[config.mk]
export PLATFORM = sky130hd
export DESIGN_NAME = ps2_key_events
export DESIGN_NICKNAME = d
export VERILOG_FILES = /design/src/rtl/ps2_key_events.sv
export SDC_FILE = /design/constraint.sdc
export NUM_CORES = 1
export LEC_CHECK = 0
export CORE_MARGIN = 10
export CORE_UTILIZATION = 25
export CTS_BUF_LIST = sky130_fd_sc_hd__clkbuf_2
export DETAILED_ROUTE_END_ITERATION = 10
export PLACE_DENSITY = 0.41
export RECOVER_POWER = 100
export SYNTH_ARGS = -nofsm -noshare
export SYNTH_HDL_FRONTEND = slang
export SYNTH_SLANG_ARGS = --single-unit
[constraint.sdc]
create_clock -name CLOCK_50 -period 4.3 [get_ports CLOCK_50]
set_input_delay 0.645 -clock CLOCK_50 [delete_from_list [all_inputs] [get_ports CLOCK_50]]
set_output_delay 0.645 -clock CLOCK_50 [all_outputs]
set_load 0.03 [all_outputs]
[src/rtl/ps2_key_events.sv]
// PS/2 scan-code decoder: turns the raw byte stream into per-key held levels
// and one-cycle press/auto-repeat pulses for the game control FSMs.
module ps2_key_events #(
  parameter int unsigned REPEAT_DELAY = 12_500_000,
  parameter int unsigned REPEAT_RATE  = 5_000_000
) (
  input  logic       CLOCK_50,
  input  logic       reset,
  input  logic [7:0] received_data,
  input  logic       received_data_en,
  output logic [8:0] key_held,
  output logic [8:0] key_event
);

  // Terminal counts are one less than the period because the count starts
  // from 0 on the cycle the key becomes held.
  localparam logic [25:0] DELAY_LAST = 26'(REPEAT_DELAY - 32'd1);
  localparam logic [25:0] RATE_LAST  = 26'(REPEAT_RATE - 32'd1);

  typedef enum logic [1:0] {
    IDLE    = 2'd0,
    BRK     = 2'd1,
    EXT     = 2'd2,
    EXT_BRK = 2'd3
  } state_t;

  state_t      state_r, state_s;
  logic        code_done_s;
  logic        ext_s, brk_s;
  logic [8:0]  key_mask_s, make_mask_s, break_mask_s, new_press_s;
  logic [2:0]  rep_hit_s, rep_pulse_s;
  logic [25:0] cnt_r [3];
  logic [2:0]  phase_r;

  function automatic logic [8:0] key_lookup(input logic [7:0] code, input logic ext);
    logic [8:0] mask;
    mask = 9'h000;
    if (ext) begin
      case (code)
        8'h6B:   mask = 9'h001;
        8'h74:   mask = 9'h002;
        8'h72:   mask = 9'h004;
        8'h75:   mask = 9'h008;
        default: mask = 9'h000;
      endcase
    end else begin
      case (code)
        8'h1C:   mask = 9'h001;
        8'h23:   mask = 9'h002;
        8'h1B:   mask = 9'h004;
        8'h1D:   mask = 9'h008;
        8'h5A:   mask = 9'h010;
        8'h66:   mask = 9'h020;
        8'h16:   mask = 9'h040;
        8'h1E:   mask = 9'h080;
        8'h26:   mask = 9'h100;
        default: mask = 9'h000;
      endcase
    end
    return mask;
  endfunction

  // Prefix FSM state register
  always_ff @(posedge CLOCK_50) begin
    if (reset) begin
      state_r <= IDLE;
    end else begin
      state_r <= state_s;
    end
  end

  // Prefix FSM next state; code_done_s marks a non-prefix byte ending a sequence
  always_comb begin
    state_s     = state_r;
    code_done_s = 1'b0;
    if (received_data_en) begin
      case (state_r)
        IDLE: begin
          if (received_data == 8'hF0) begin
            state_s = BRK;
          end else if (received_data == 8'hE0) begin
            state_s = EXT;
          end else begin
            state_s     = IDLE;
            code_done_s = 1'b1;
          end
        end
        EXT: begin
          if (received_data == 8'hF0) begin
            state_s = EXT_BRK;
          end else if (received_data == 8'hE0) begin
            state_s = EXT;
          end else begin
            state_s     = IDLE;
            code_done_s = 1'b1;
          end
        end
        BRK, EXT_BRK: begin
          if ((received_data == 8'hF0) || (received_data == 8'hE0)) begin
            state_s = state_r;
          end else begin
            state_s     = IDLE;
            code_done_s = 1'b1;
          end
        end
        default: begin
          state_s     = IDLE;
          code_done_s = 1'b0;
        end
      endcase
    end else begin
      state_s     = state_r;
      code_done_s = 1'b0;
    end
  end

  // Key decode of a completed make/break and per-key repeat terminal count
  always_comb begin
    ext_s        = (state_r == EXT) || (state_r == EXT_BRK);
    brk_s        = (state_r == BRK) || (state_r == EXT_BRK);
    key_mask_s   = code_done_s ? key_lookup(received_data, ext_s) : 9'h000;
    make_mask_s  = brk_s ? 9'h000 : key_mask_s;
    break_mask_s = brk_s ? key_mask_s : 9'h000;
    new_press_s  = make_mask_s & ~key_held;
    rep_hit_s    = 3'b000;
    for (int k = 0; k < 3; k++) begin
      if (key_held[k] && (cnt_r[k] == (phase_r[k] ? RATE_LAST : DELAY_LAST))) begin
        rep_hit_s[k] = 1'b1;
      end else begin
        rep_hit_s[k] = 1'b0;
      end
    end
    rep_pulse_s = rep_hit_s & ~break_mask_s[2:0];
  end

  // Auto-repeat counters for left/right/down; idle at zero whenever not held
  always_ff @(posedge CLOCK_50) begin
    for (int k = 0; k < 3; k++) begin
      if (reset) begin
        cnt_r[k]   <= 26'd0;
        phase_r[k] <= 1'b0;
      end else if (break_mask_s[k] || !key_held[k]) begin
        cnt_r[k]   <= 26'd0;
        phase_r[k] <= 1'b0;
      end else if (rep_hit_s[k]) begin
        cnt_r[k]   <= 26'd0;
        phase_r[k] <= 1'b1;
      end else begin
        cnt_r[k]   <= cnt_r[k] + 26'd1;
        phase_r[k] <= phase_r[k];
      end
    end
  end

  // Registered held levels and event pulses
  always_ff @(posedge CLOCK_50) begin
    if (reset) begin
      key_held  <= 9'h000;
      key_event <= 9'h000;
    end else begin
      key_held  <= (key_held | make_mask_s) & ~break_mask_s;
      key_event <= new_press_s | {6'b000000, rep_pulse_s};
    end
  end

endmodule

# After elaboration in Yosys (flattened, before gate mapping)
# Memories as Yosys holds them, arrays and structs flattened.
# Cells that the tools add are included.
# word_totals
register_bits	23
mem_bits_rw	78
out_inout_bits	18
word_cells	134
memories	1
# mem_list
memory	words	width	rd	rd_clocked_by_memory_dff	write_ports	line_no	text
cnt_r	3	26	3	0	3	32	logic [25:0] cnt_r [3];
# classes
n_addsub	3
n_eq_ne	22
n_mux	66
bitwise_logic	17
n_reduce_logical	19
# ops
cell	n
two-way mux 26 bit	9
one-hot mux 9 bit (9 select lines)	1
adder 26 x 1 -> 26 bit (second input constant)	3
equality test 26 x 24 -> 1 bit	3
two-way mux 24 bit	3
equality test 8 x 7 -> 1 bit (second input constant)	6
two-way mux 1 bit	42
equality test 8 x 5 -> 1 bit (second input constant)	5
two-way mux 9 bit	4
AND 9 bit	2
NOT 9 bit	2
equality test 8 x 6 -> 1 bit (second input constant)	2
equality test 8 bit (second input constant)	2
one-hot mux 4 bit (4 select lines)	1
OR reduction 2 bit	5
OR 1 bit	9
OR 9 x 3 -> 9 bit	1
OR 9 bit	1
two-way mux 2 bit	4
logical OR 1 bit	6
one-hot mux 2 bit (3 select lines)	1
equality test 2 bit (second input constant)	2
AND 3 bit	1
logical AND 1 bit	3
7 further kinds	9

# Depth between registers and ports, before layout
# Gate-level depths: netlist (run 1).
# depth
ltp_word	14
ltp_mapped	7
ltp_nobuf	6

# Worst setup path after synthesis (run 1)
# Ideal clock, no wire load.
# synth_path
kind	input to register
start	input received_data[7]
end	memory cnt_r[0][17], data pin
setup_time_ns	0.255
arrival_time_ns	2.096
setup_slack_ns	1.949
path_stages	7
path_buffers	2
path_cell_list	clkbuf_2 -> or4b_4 -> nor4_2 -> o211ai_2 -> nand4_4 -> buf_12 -> nor2_2
# synth_lines
item	line_no	text
start: declaration	9	input logic [7:0] received_data,
end: declaration	32	

==> run_results.csv, run 1 <==
group,metric,value,unit
run_status,status,"complete, but fails checks",
run_status,violations,"max-capacitance violations",
global_route,antenna_found_initial,2,
timing,tns,0,ns
logic_synthesis,ys_types,67,
floorplan,core_area,22640,µm²
detailed_routing,drc,0,
timing,rsz0062_at_grt,"no",
timing,slew_viol_final,0,
cts,tritoncts,"done",
detailed_routing,dr.pass1.iters,4,
logic_synthesis,synth_edf_count,78,
run,drv_cap,1,
global_route,gr-total-overflow,0,
layout,regArea,2803,µm²
logic_synthesis,yosys_register_bits,101,
timing,max_freq,299.7,MHz
critical_path,cpLargestDelayFamily,"simple AND/OR/NAND/NOR gates",
critical_path,cp-start-kind,"input port",
power_and_ir_drop,power.density,250.5,nW/µm²
critical_path,path_class,"in -> reg",
timing,period_share,0.7761,
cts,cts_sinks,101,
logic_synthesis,synthTopCellsByCount,"nor2_1, edfxtp_1, xnor2_1",
critical_path,cp.required,4.80,ns
cts,worstSkewPairLatency,0.64,ns
detailed_routing,routedWlPerCell,14.01,µm
timing,finClkSkew,0.05465,ns
floorplan,start_util,0.2547,
cts,cts_made_buffers,9,
cts,root_buffer,"clkbuf_2",
detailed_routing,drtIter0Drc,268,
global_route,grt_pass1_vias,4487,
floorplan,die_h,171.9,µm
global_route,grt_pass1_wl,22.73,mm
critical_path,slowest_stage,"nand4_1",
power_and_ir_drop,irDropWorstVdd,104.4,µV
critical_path,critPathBufInv,1,
logic_synthesis,post-synth-top-count-cell,"nor2_1",
critical_path,cp-end-kind,"register",
timing,setup_viol,0,
logic_synthesis,ys_warn_count,0,
cts,ctsHtreeMaxLevel,3,
detailed_routing,avgViaCountPerCell,4.511,
floorplan,pin_count,29,
timing,worst_pin_slew,1.406,ns
power_and_ir_drop,p_total,1661,µW
logic_synthesis,ys_top_cells_by_area,"edfxtp_1, dfxtp_1, nor2_1",
logic_synthesis,ys_seq_area_frac,0.4861,
cts,path_clk_slew,0.33,ns
critical_path,critical_path.cell_chain,"dlygate4sd3_1, or2_0, o41a_1, o211ai_1, nand4_1, nor2_1",
timing,relSlewSlack,0.05958,
detailed_routing,antenna_left,0,
power_and_ir_drop,p_leak,0.002205,µW
critical_path,cpPeakStageDelay,1.13,ns
timing,hold_violations,0,
cts,post-cts-setup-buffers,0,
layout,synthToLayoutAreaGrowth,15.02,%
placement,dp_hpwl,9.933,mm
placement,io_buffers,28,
logic_synthesis,syn_avg_cell_area,9.958,µm²
floorplan,dieArea,29540,µm²
cts,hold_buffers,0,
logic_synthesis,synth_top_flop_cell,"edfxtp_1",
layout,drive_above_1_share,0.05310,
logic_synthesis,yosys.area.top_type,"edfxtp_1",
detailed_routing,wl,13.52,mm
layout,fillCellCount,2391,
global_route,grt_use_total,0.09720,
critical_path,cp_max_fo,26,
layout,multi_input_area,3014,µm²
cts,ctsResizeCount,0,
cts,clockBufferDepth,2,
placement,gp_congestion,0.8310,
critical_path,critPathArrivalTime,3.83,ns
floorplan,die_w,171.9,µm
logic_synthesis,synth_area,5766,µm²
floorplan,row_count,55,
layout,nets,687,
detailed_routing,num_vias,4353,
global_route,grt_max_degree,27,
timing,hold_ws,0.4755,ns
min_path,holdCritPathClass,"reg -> reg",
logic_synthesis,synth_top_cell_area_share,0.4063,
logic_synthesis,postSynthCellCount,579,
logic_synthesis,synth-async-reset-ratio,0,
timing,finalCriticalPeriod,3.337,ns
[cells by family after synthesis]
kind of cell | share of synthesized area
xor+xnor | 0.1139
compound gates | 0.04839
buf+inv | 0.03494
other cells | 0.0006504
simple gates | 0.2938
flops | 0.4861
fa+ha+maj | 0.006511
mux | 0.01563
[layout by cell type, fill, tap and decap left out, types with 5 or more instances in the layout]
cell type and n:
nor2_1 105, edfxtp_1 78, conb_1 78, xnor2_1 42, nand3_1 37, nand2_1 34
xor2_1 33, nor3_1 27, nand4_1 24, dfxtp_1 23, dlygate4sd3_1 20, inv_1 16
nor4_1 12, nor2_2 10, mux2i_1 9, clkbuf_2 9, nand2b_1 8, clkdlybuf4s50_1 8
and3_1 7, a21oi_1 6, or4b_1 5, or4bb_1 5, o22ai_1 5
[routing by layer]
metal,vias to the layer above,share of wire,global-route usage,routed length (µm)
met5,-,0,0,0
met4,0,0.016,0.03373,211
met3,12,0.050,0.02918,672
met2,70,0.44,0.1534,5990
met1,2073,0.49,0.1236,6648
li1,2198,-,-,-
[sequential cells by signal, summed over array words and instances, names as in the netlist, named ones only]
name	cells
cnt_r	78
key_event	9
phase_r	3
state_r	2
[report_power, final]
part           internal [µW]  switching (µW)  leakage (µW)
Combinational           37.2            51.0       0.00115
Sequential              1080            38.1      0.000990
Clock                   86.0             372     0.0000637
Total                   1200             461       0.00221
[worst paths after layout]
kind	from	to	slack (ns)	cells after the start
setup / recovery	received_data[0]	cnt_r[0][25]$_SDFFCE_PN0P_	0.96	6
hold / removal	register	key_event[3]$_SDFF_PP0_	0.48	1
setup reg to reg	cnt_r[0][6]$_SDFFCE_PN0P_	cnt_r[0][25]$_SDFFCE_PN0P_	1.35	5
hold reg to reg	register	key_event[3]$_SDFF_PP0_	0.48	1
[worst register-to-register path, delay by kind of cell (launching register included)]
| family | cells | cell delay [ns] |
|---|---|---|
| flip-flops | 1 | 0.52 |
| AND/OR/NAND/NOR | 5 | 2.21 |
[area by class of cell]
| cell class | instances | area share |
|---|---|---|
| sequential | 101 | 0.4226 |
| inverter | 17 | 0.009623 |
| timing repair buffer | 29 | 0.04340 |
| clock buffer | 9 | 0.006792 |
| antenna | 2 | 0.0007547 |
| tap | 285 | 0.05377 |
| clock inverter | 7 | 0.008491 |
| multi-input combinational | 515 | 0.4545 |
[through the flow]
stage	cells	util	setup slack, ns	area [µm²]
2_1_floorplan	656	-	1.949	6055
3_3_place_gp	947	0.2898	1.001	6561
3_5_place_dp	947	0.2898	0.9673	6561
4_1_cts	963	0.2943	1.600	6663
5_1_grt	964	0.2928	0.7501	6629
6_report	965	0.2929	0.9628	6631
No activity file was read; power rests on OpenSTA's default activity.
==> run 2, diff against run 1 <==
Clock period 4.3 ns to 3.5 ns, I/O delays scaled along.
==> run 2 against run 1 <==
Compared with the run above: clock power grew 32%; setup slack lost 0.22 ns; count of clock-buffer cells in the layout is the same; via count grew 1.1%; the run now ends clean; wire length shrank 0.95%; sequential cell count is the same; clock skew shrank 0.017 ns; utilization grew 0.066 points; critical path depth is the same.
==> run_results.csv, run 2 (synthesis results as in run 1) <==
group,metric,value,unit
detailed_routing,num_vias,4400,
cts,cts_sinks,101,
global_route,grt_pass1_wl,22.38,mm
cts,post-cts-setup-buffers,0,
min_path,holdCritPathClass,"reg -> reg",
floorplan,die_w,171.9,µm
critical_path,cp-end-kind,"register",
detailed_routing,wl,13.40,mm
detailed_routing,drc,0,
floorplan,core_area,22640,µm²
timing,period_share,0.7869,
global_route,antenna_found_initial,2,
layout,largest_register_ffs,78,
global_route,gr-total-overflow,0,
timing,worst_pin_slew,1.250,ns
global_route,grt_use_total,0.09571,
timing,relSlewSlack,0.1592,
cts,root_buffer,"clkbuf_2",
timing,max_freq,363.1,MHz
layout,synthToLayoutAreaGrowth,15.28,%
timing,slew_viol_final,0,
critical_path,path_class,"in -> reg",
layout,layout_commonest_cell,"nor2_1",
detailed_routing,routedWlPerCell,13.82,µm
cts,tritoncts,"done",
layout,top_register,"cnt_r",
cts,worstSkewPairLatency,0.63,ns
power_and_ir_drop,p_leak,0.002215,µW
placement,dp_hpwl,9.962,mm
floorplan,die_h,171.9,µm
critical_path,critPathArrivalTime,3.25,ns
critical_path,cp.required,3.99,ns
run,drv_cap,0,
floorplan,dieArea,29540,µm²
critical_path,cp-start-kind,"input port",
timing,finClkSkew,0.03803,ns
placement,io_buffers,28,
floorplan,pin_count,29,
placement,place_inst,950,
cts,ctsResizeCount,0,
floorplan,start_util,0.2547,
timing,setup_viol,0,
detailed_routing,avgViaCountPerCell,4.541,
placement,gp_congestion,0.8097,
critical_path,cp_max_fo,26,
cts,cts_made_buffers,9,
global_route,grt_pass1_vias,4259,
cts,path_clk_slew,0.33,ns
global_route,use_met3,0.02212,
layout,stdcell_count,969,
timing,rsz0062_at_grt,"no",
cts,hold_buffers,0,
global_route,grtUsageMet2,0.1410,
cts,clockBufferDepth,2,
layout,layout_common_cells,"nor2_1, edfxtp_1, conb_1, xnor2_1, nand3_1",
layout,top_regs,"cnt_r: 78 flops, key_event: 9 flops, phase_r: 3 flops",
detailed_routing,dr.pass1.iters,4,
run_status,status,"finished clean",
power_and_ir_drop,power.density,313.5,nW/µm²
power_and_ir_drop,irDropWorstVdd,112.8,µV
global_route,grt_max_degree,27,
timing,hold_violations,0,
global_route,use_met1,0.1318,
detailed_routing,antenna_left,0,
timing,finalCriticalPeriod,2.754,ns
cts,ctsHtreeMaxLevel,3,
layout,drive_above_1_share,0.04993,
detailed_routing,drtIter0Drc,251,
layout,nets,690,
global_route,busiest_layer,"met2",
floorplan,row_count,55,
timing,tns,0,ns
-- run 2: changes by cell type in the layout (fill, tap and decap cells not counted), sizes merged --
cell,previous run,this run
clkinv,3,5
diode,2,3
buf,1,2
clkbuf,9,11
bufinv,0,1
inv,20,16
clkinvlp,1,2
-- run 2: layout make-up --
cell class | count | area [µm²]
tap | 285 | 356.6
sequential | 101 | 2803
clock inverter | 7 | 76.32
inverter | 17 | 63.81
clock buffer | 9 | 45.04
fill | 2378 | 15990
multi-input combinational | 515 | 2992
antenna | 3 | 7.507
timing repair buffer | 32 | 302.8
-- run 2: worst paths after layout --
check / end / slack (ns) / depth (start not counted) / startpoint
worst max-delay path: cnt_r[0][2]$_SDFFCE_PN0P_ / 0.75 / 6 / received_data[0]
worst min-delay path: key_event[7]$_SDFF_PP0_ / 0.49 / 1 / register
worst max register to register: cnt_r[2][22]$_SDFFCE_PN0P_ / 0.81 / 6 / cnt_r[2][0]$_SDFFCE_PN0P_
worst min register to register: key_event[7]$_SDFF_PP0_ / 0.49 / 1 / register
-- run 2: layer usage --
layer / routed length (µm) / up-vias
met5: 0 / -
met4: 238 / 0
met3: 699 / 17
met2: 5672 / 68
met1: 6785 / 2100
li1: - / 2215
-- run 2: per-stage QoR --
step	utilization	instance area, µm²	total power, µW	hold WS (ns)	setup WS, ns
2_1_floorplan	-	6055	1459	0.5508	1.269
6_report	0.2936	6646	2084	0.4885	0.7460
3_5_place_dp	0.2908	6584	1503	0.4737	0.4798
5_1_grt	0.2935	6644	2197	0.5177	0.5174
4_1_cts	0.2962	6705	2129	0.5050	0.9176
3_3_place_gp	0.2908	6584	1502	0.4777	0.5334
-- run 2: report_power, final --
part           internal [µW]  switching [µW]  leakage (µW)
clock network            167             438     0.0000681
logic                   45.7            63.1       0.00116
registers               1320            47.1      0.000990
-- run 2: critical path, stage by stage --
cell,delay (ns)
dlygate4sd3_1,0.66
or2_0,0.34
o41a_1,0.52
o211ai_1,0.18
nand4_2,0.69
nor2_1,0.33
